File: config.mk
export PLATFORM = sky130hd
export DESIGN_NAME = half_adder
export DESIGN_NICKNAME = d
export VERILOG_FILES = /design/src/rtl/half_adder_pkg.sv /design/src/rtl/half_adder_slice.sv /design/src/rtl/half_adder.sv
export SDC_FILE = /design/constraint.sdc
export NUM_CORES = 1
export LEC_CHECK = 0
export ABC_AREA = 1
export CAP_MARGIN = 20
export CORE_UTILIZATION = 39
export DETAILED_ROUTE_END_ITERATION = 7
export GPL_ROUTABILITY_DRIVEN = 0
export PLACE_DENSITY = 0.7
export SLEW_MARGIN = 25
export SYNTH_ARGS = -nofsm -noshare
export SYNTH_HDL_FRONTEND = slang
export SYNTH_SLANG_ARGS = --single-unit
File: constraint.sdc
create_clock -name clk -period 1.2 [get_ports clk]
set_input_delay 0.3 -clock clk [delete_from_list [all_inputs] [get_ports clk]]
set_output_delay 0.3 -clock clk [all_outputs]
set_load 0.1 [all_outputs]
File: src/rtl/half_adder_pkg.sv
// Shared arithmetic constants for the adder/ALU datapath blocks.
package half_adder_pkg;

  // Default width of carry event counters reused across datapath blocks.
  localparam int CNT_W_DEFAULT = 8;

endpackage

File: src/rtl/half_adder_slice.sv
// Single-bit half-adder cell: xor for sum, and for carry.
module half_adder_slice (
  input  logic a,
  input  logic b,
  output logic sum,
  output logic carry
);

  assign sum   = a ^ b;
  assign carry = a & b;

endmodule

File: src/rtl/half_adder.sv
// Bit-sliced half adder with a combinational result, a one-cycle registered
// copy of it, and a saturating count of accepted operands that carried.
module half_adder
  import half_adder_pkg::*;
#(
  parameter int WIDTH = 1,
  parameter int CNT_W = CNT_W_DEFAULT
) (
  output logic [WIDTH-1:0] sum,
  output logic [WIDTH-1:0] carry,
  input  logic [WIDTH-1:0] a,
  input  logic [WIDTH-1:0] b,
  input  logic             clk,
  input  logic             rst,
  input  logic             in_valid,
  output logic [WIDTH-1:0] sum_q,
  output logic [WIDTH-1:0] carry_q,
  output logic             out_valid,
  output logic [CNT_W-1:0] carry_cnt
);

  logic [WIDTH-1:0] sum_q_reg;
  logic [WIDTH-1:0] carry_q_reg;
  logic             out_valid_reg;
  logic [CNT_W-1:0] carry_cnt_reg;
  logic [CNT_W-1:0] carry_cnt_next;

  genvar gi;
  generate
    for (gi = 0; gi < WIDTH; gi = gi + 1) begin : g_slice
      half_adder_slice u_slice (
        .a     (a[gi]),
        .b     (b[gi]),
        .sum   (sum[gi]),
        .carry (carry[gi])
      );
    end
  endgenerate

  // Count stops at all-ones rather than wrapping.
  always_comb begin
    carry_cnt_next = carry_cnt_reg;
    if (in_valid && (|carry) && (carry_cnt_reg != {CNT_W{1'b1}}))
      carry_cnt_next = carry_cnt_reg + CNT_W'(1);
  end

  always_ff @(posedge clk) begin
    if (rst) begin
      sum_q_reg     <= '0;
      carry_q_reg   <= '0;
      out_valid_reg <= 1'b0;
      carry_cnt_reg <= '0;
    end else begin
      out_valid_reg <= in_valid;
      carry_cnt_reg <= carry_cnt_next;
      if (in_valid) begin
        sum_q_reg   <= sum;
        carry_q_reg <= carry;
      end
    end
  end

  assign sum_q     = sum_q_reg;
  assign carry_q   = carry_q_reg;
  assign out_valid = out_valid_reg;
  assign carry_cnt = carry_cnt_reg;

endmodule

==> metrics.yaml <==
status: "finished, violations left"
violations: "negative setup slack"
port_buffers: 17
ios: 18
syn-num-nets: 81
dieArea_um2: 1660
fp.dieW_um: 40.8
setup_ws_ps: -18.5
placed_area_um2: 1010
cellPowerDensity_nw_per_um2: 780
skew_ps: 7.74
syn_area_per_cell_um2: 7.91
cpMostUsedCell: "nand2_1"
fin_crit_sh: 1.02
cpPeakStageDelay_ps: 370
instances_no_fill: 121
ctsHoldBuffers: 0
yosysUniqueCellTypes: 19
via_per_inst: 4.95
cp.required_ps: 1410
ys_seq_area_frac: 0.376
grt_start_max_net_pins: 11
drt-pass1-iter-count: 4
grt_usage: 0.211
htreeDepth: 1
hold_path_class: "input port to flip-flop"
crit_slowest_cell: "dfxtp_4"
grt_overflow: 0
synthCells: 74
initialDrtViolationCount: 7
cp-start-kind: "flip-flop"
detail_route.wirelength_mm: 1.48
clock.fmax_ghz: 0.821
min_period_ps: 1220
start_util: 0.434
relSlewSlack: 0.887
ys.warnings.count: 0
rows: 13
max-cap-violations: 0
remaining_drc_errors: 0
crit_type: "flip-flop to flip-flop"
endpoint_kind: "flip-flop"
numCtsBuffers: 3
rsz0062_at_grt: "true"
insertion_delay_ps: 270
finalSetupTns_ps: -35.5
hold_viol: 0
ys_ff_latch: 11
routedWlPerCell_um: 12.2
layout-area-overhead-vs-synth_pct: 87.2
diodes: 0
synth_area_um2: 586
fin_area_um2: 1100
ir_drop_mv: 0.635
cts.path.max_buffers: 2
critPathTopFamily: "simple AND/OR/NAND/NOR gates"
largest_register_ffs: 8
fin_nets: 114
cp_num_buf_inv: 2
core-area_um2: 1350
antenna_found_initial: 0
ant_nets: 0
post-dp-hpwl_mm: 1.09
cts_sinks: 11
drive_gt1_frac: 0.594
worst_slew_pin_slew_ps: 167
worstPathArrival_ps: 1430
die_h_um: 40.8
cp_cell_sequence: "buf_6, buf_4, nand3_4, nor2_4, nand2_1, nand2_1, nand2_1, a21oi_2"
power_leakage_nw: 0.486
clk_pin_slew_ps: 80
slew_violations: 0
cts_tree: "done"
clockRootBuffer: "clkbuf_4"
grt_pass1_vias: 510
grt_first_pass_wirelength_mm: 2.21
hold_ws_ps: 385
num_vias: 599
dpl.cell_count: 112
setup_viol: 2
crit_fanout: 5
fill_cells: 89
-- metrics by stage --
stage	worst slack, ps	power, mW	utilization
after CTS	-15.2	0.855	0.774
final	-18.5	0.855	0.812
after detailed placement	-391	0.596	0.747
after global placement	-355	0.594	0.747
after global routing	-65.4	0.889	0.812
after floorplan	-117	0.506	-
-- what timing repair did --
item / 4_1_cts / 5_1_grt
buffers inserted: 2 / 3
gates resized for setup: 9 / 6
endpoints found under the setup margin: 9 / 9
cloned: 0 / 0
pin swaps: 1 / 8
-- synth_stat cells (all sizes together) --
cell     n  share of area
nand2   17           0.15
nor2    13           0.14
dfxtp   11           0.38
inv     10          0.064
nand3    8          0.077
a21oi    7          0.079
ha       2          0.043
nand4    2          0.021
a211oi   1          0.021
a31oi    1          0.011
nor3b    1          0.013
o21ai    1         0.0085
-- power breakdown --
| group | switching [mW] | internal (mW) |
|---|---|---|
| clock | 0.136 | 0.123 |
| sequential | 0.00978 | 0.357 |
| combinational | 0.139 | 0.0889 |
-- cells by family after synthesis --
logic type	share of synthesized area
simple gates	0.397
flops	0.376
compound gates	0.120
buf+inv	0.0641
fa+ha+maj	0.0427
-- worst reg2reg max path, stage by stage (launching register included) --
cell     delay [ps]
dfxtp_4         370
buf_6           110
buf_4           120
nand3_4          90
nor2_4          170
nand2_1          70
nand2_1          60
nand2_1          70
a21oi_2         110
-- layer usage --
layer  share of wire  routed length (um)  track usage
met1            0.45                 673        0.252
met2            0.50                 738        0.341
met3           0.032                  47       0.0489
met4           0.015                  22        0.125
met5               0                   0            0
-- final cells by class --
cell class	instances	area, um^2	area share
clock inverters	1	5.00	0.00457
well taps	15	18.8	0.0171
multi-input cells	53	379	0.346
clock buffers	3	22.5	0.0205
inverters	10	37.5	0.0342
repair buffers	28	379	0.346
flip-flops and latches	11	254	0.232
-- layout by cell type, fill, tap and decap left out, types with 2 or more instances in the layout --
master    count
nand2_4       3
a21oi_1       3
nor2_4        4
buf_2         2
buf_12       13
buf_4        10
inv_1         8
dfxtp_2       3
inv_2         2
nand3_1       6
ha_4          2
a21oi_2       4
nand2_1      12
clkbuf_4      3
nand4_1       2
nor2_1        8
nand2_2       2
dfxtp_4       8
-- path summary, 6_finish.rpt --
check               startpoint      endpoint  slack, ps  cells past startpoint
setup / recovery  carry_cnt[1]  carry_cnt[7]        -20                      8
hold / removal        in_valid     out_valid        390                      3
setup reg to reg  carry_cnt[1]  carry_cnt[7]        -20                      8
hold reg to reg        carry_q       carry_q        500                      2
No activity file was read; power rests on OpenSTA's default activity.
==> edit: new RTL, same settings <==
The package constant `CNT_W_DEFAULT` goes from 8 to 12.
--- a/src/rtl/half_adder_pkg.sv
+++ b/src/rtl/half_adder_pkg.sv
@@ -2,7 +2,7 @@
 package half_adder_pkg;
 
   // Default width of carry event counters reused across datapath blocks.
-  localparam int CNT_W_DEFAULT = 8;
+  localparam int CNT_W_DEFAULT = 12;
 
 endpackage
 
Ports: changed (resized carry_cnt); port bits go from 18 to 22. No check against the original RTL was run, so the function may have changed too.
==> edit against the original RTL <==
Setup slack worse by 0.19 ns; largest cell class is now non-clock buffers; wire length increased by 150%; the flow still finishes with violations (setup timing); sequential power is 35% higher; sequential cell count grew 4; first-iteration DRC count rose to 5.3 times the old value; die area increased by 30%; total power increased by 31%; synthesized area increased by 32%; critical path depth unchanged; design area rose by 49%; critical endpoint is now carry_cnt[2]; global-route usage is 6.8 points higher.
==> edit: results <==
{
  "hold_start": "b",
  "largest_reg_flops": 12,
  "outcome": "finished, violations left",
  "path_clk_slew_ns": 0.12,
  "place_ws_ns": -0.567,
  "max-vdd-ir-drop_mv": 0.737,
  "drt_first_iter_violations": 37,
  "violations": "setup timing",
  "dr.pass1.iters": 4,
  "required_ns": 1.45,
  "wl_per_cell_microns": 19.1,
  "path_max_fanout": 6,
  "grt_max_degree": 14,
  "setup_viol": 23,
  "track_usage": 0.279,
  "setup_tns_ns": -2.47,
  "grt_pass1_wl_microns": 4060,
  "synth_cell_types": 18,
  "hpwlAfterDp_microns": 1750,
  "clock_skew_ns": 0.00801,
  "power.leakage_uw": 0.000681,
  "synthTopCellsByCount": "nor2_1 (29), nand2_1 (27), dfxtp_1 (15)",
  "viasPerCell": 5.39,
  "drive_above_1_share": 0.575,
  "grt_pass1_vias": 952,
  "nets": 175,
  "syn_inst": 114,
  "syn-num-nets": 121,
  "setup_slack_ns": -0.208,
  "port_buffers": 21,
  "ys_seq_area_frac": 0.389,
  "fin_cells": 192,
  "cts_buffers": 3,
  "placed_area_sq_um": 1440,
  "insertion_delay_ns": 0.32
}
-- edit: cell type report --
class	instances	area, sq um
Clock buffer	3	22.5
Clock inverter	1	5.00
Fill cell	76	155
Inverter	11	41.3
Multi-Input combinational cell	86	543
Sequential cell	15	349
Tap cell	25	31.3
Timing Repair Buffer	51	636
-- edit: worst paths after layout --
path,to,slack (ns),depth (start not counted)
worst max-delay path,carry_cnt[2],-0.21,8
worst min register to register,sum_q,0.55,2
worst min-delay path,sum_q,0.38,4
worst max register to register,carry_cnt[2],-0.21,8
-- edit: worst max-delay path, stage by stage, from the launching register on --
cell	delay [ns]
dfxtp_4	0.40
ha_4	0.16
nand2_4	0.06
nor2_4	0.12
nand3_4	0.13
buf_4	0.17
nand2_1	0.09
nand2_1	0.07
nor2_1	0.13
-- edit: where the power goes --
part	internal (uW)	switching (uW)
registers	484	12.3
clock network	125	227
logic	99.3	169
-- edit: per-layer routing --
layer  wire (microns)  up-vias  track usage
met5                0        -            0
met4               85        0        0.165
met3              181        9       0.0510
met2             1990       60        0.528
met1             1420      498        0.275
li1                 -      467            -
-- edit: timing repair --
item,in CTS,in global routing
hold endpoints to repair,0,0
hold buffers,0,0
setup endpoints to repair,23,22
setup buffers,7,2
resized for setup,25,11
pin swaps,6,2
-- edit: cells by family (layout without fill, tap and decap cells) --
| group | count (synthesis) | in the layout | synth area share |
|---|---|---|---|
| AND/OR/NAND/NOR | 73 | 73 | 0.425 |
| flip-flops | 15 | 15 | 0.389 |
| buffers and inverters | 13 | 66 | 0.0778 |
| AO/OA/AOI/OAI | 11 | 11 | 0.0762 |
| adder cells (fa/ha/maj) | 2 | 2 | 0.0324 |
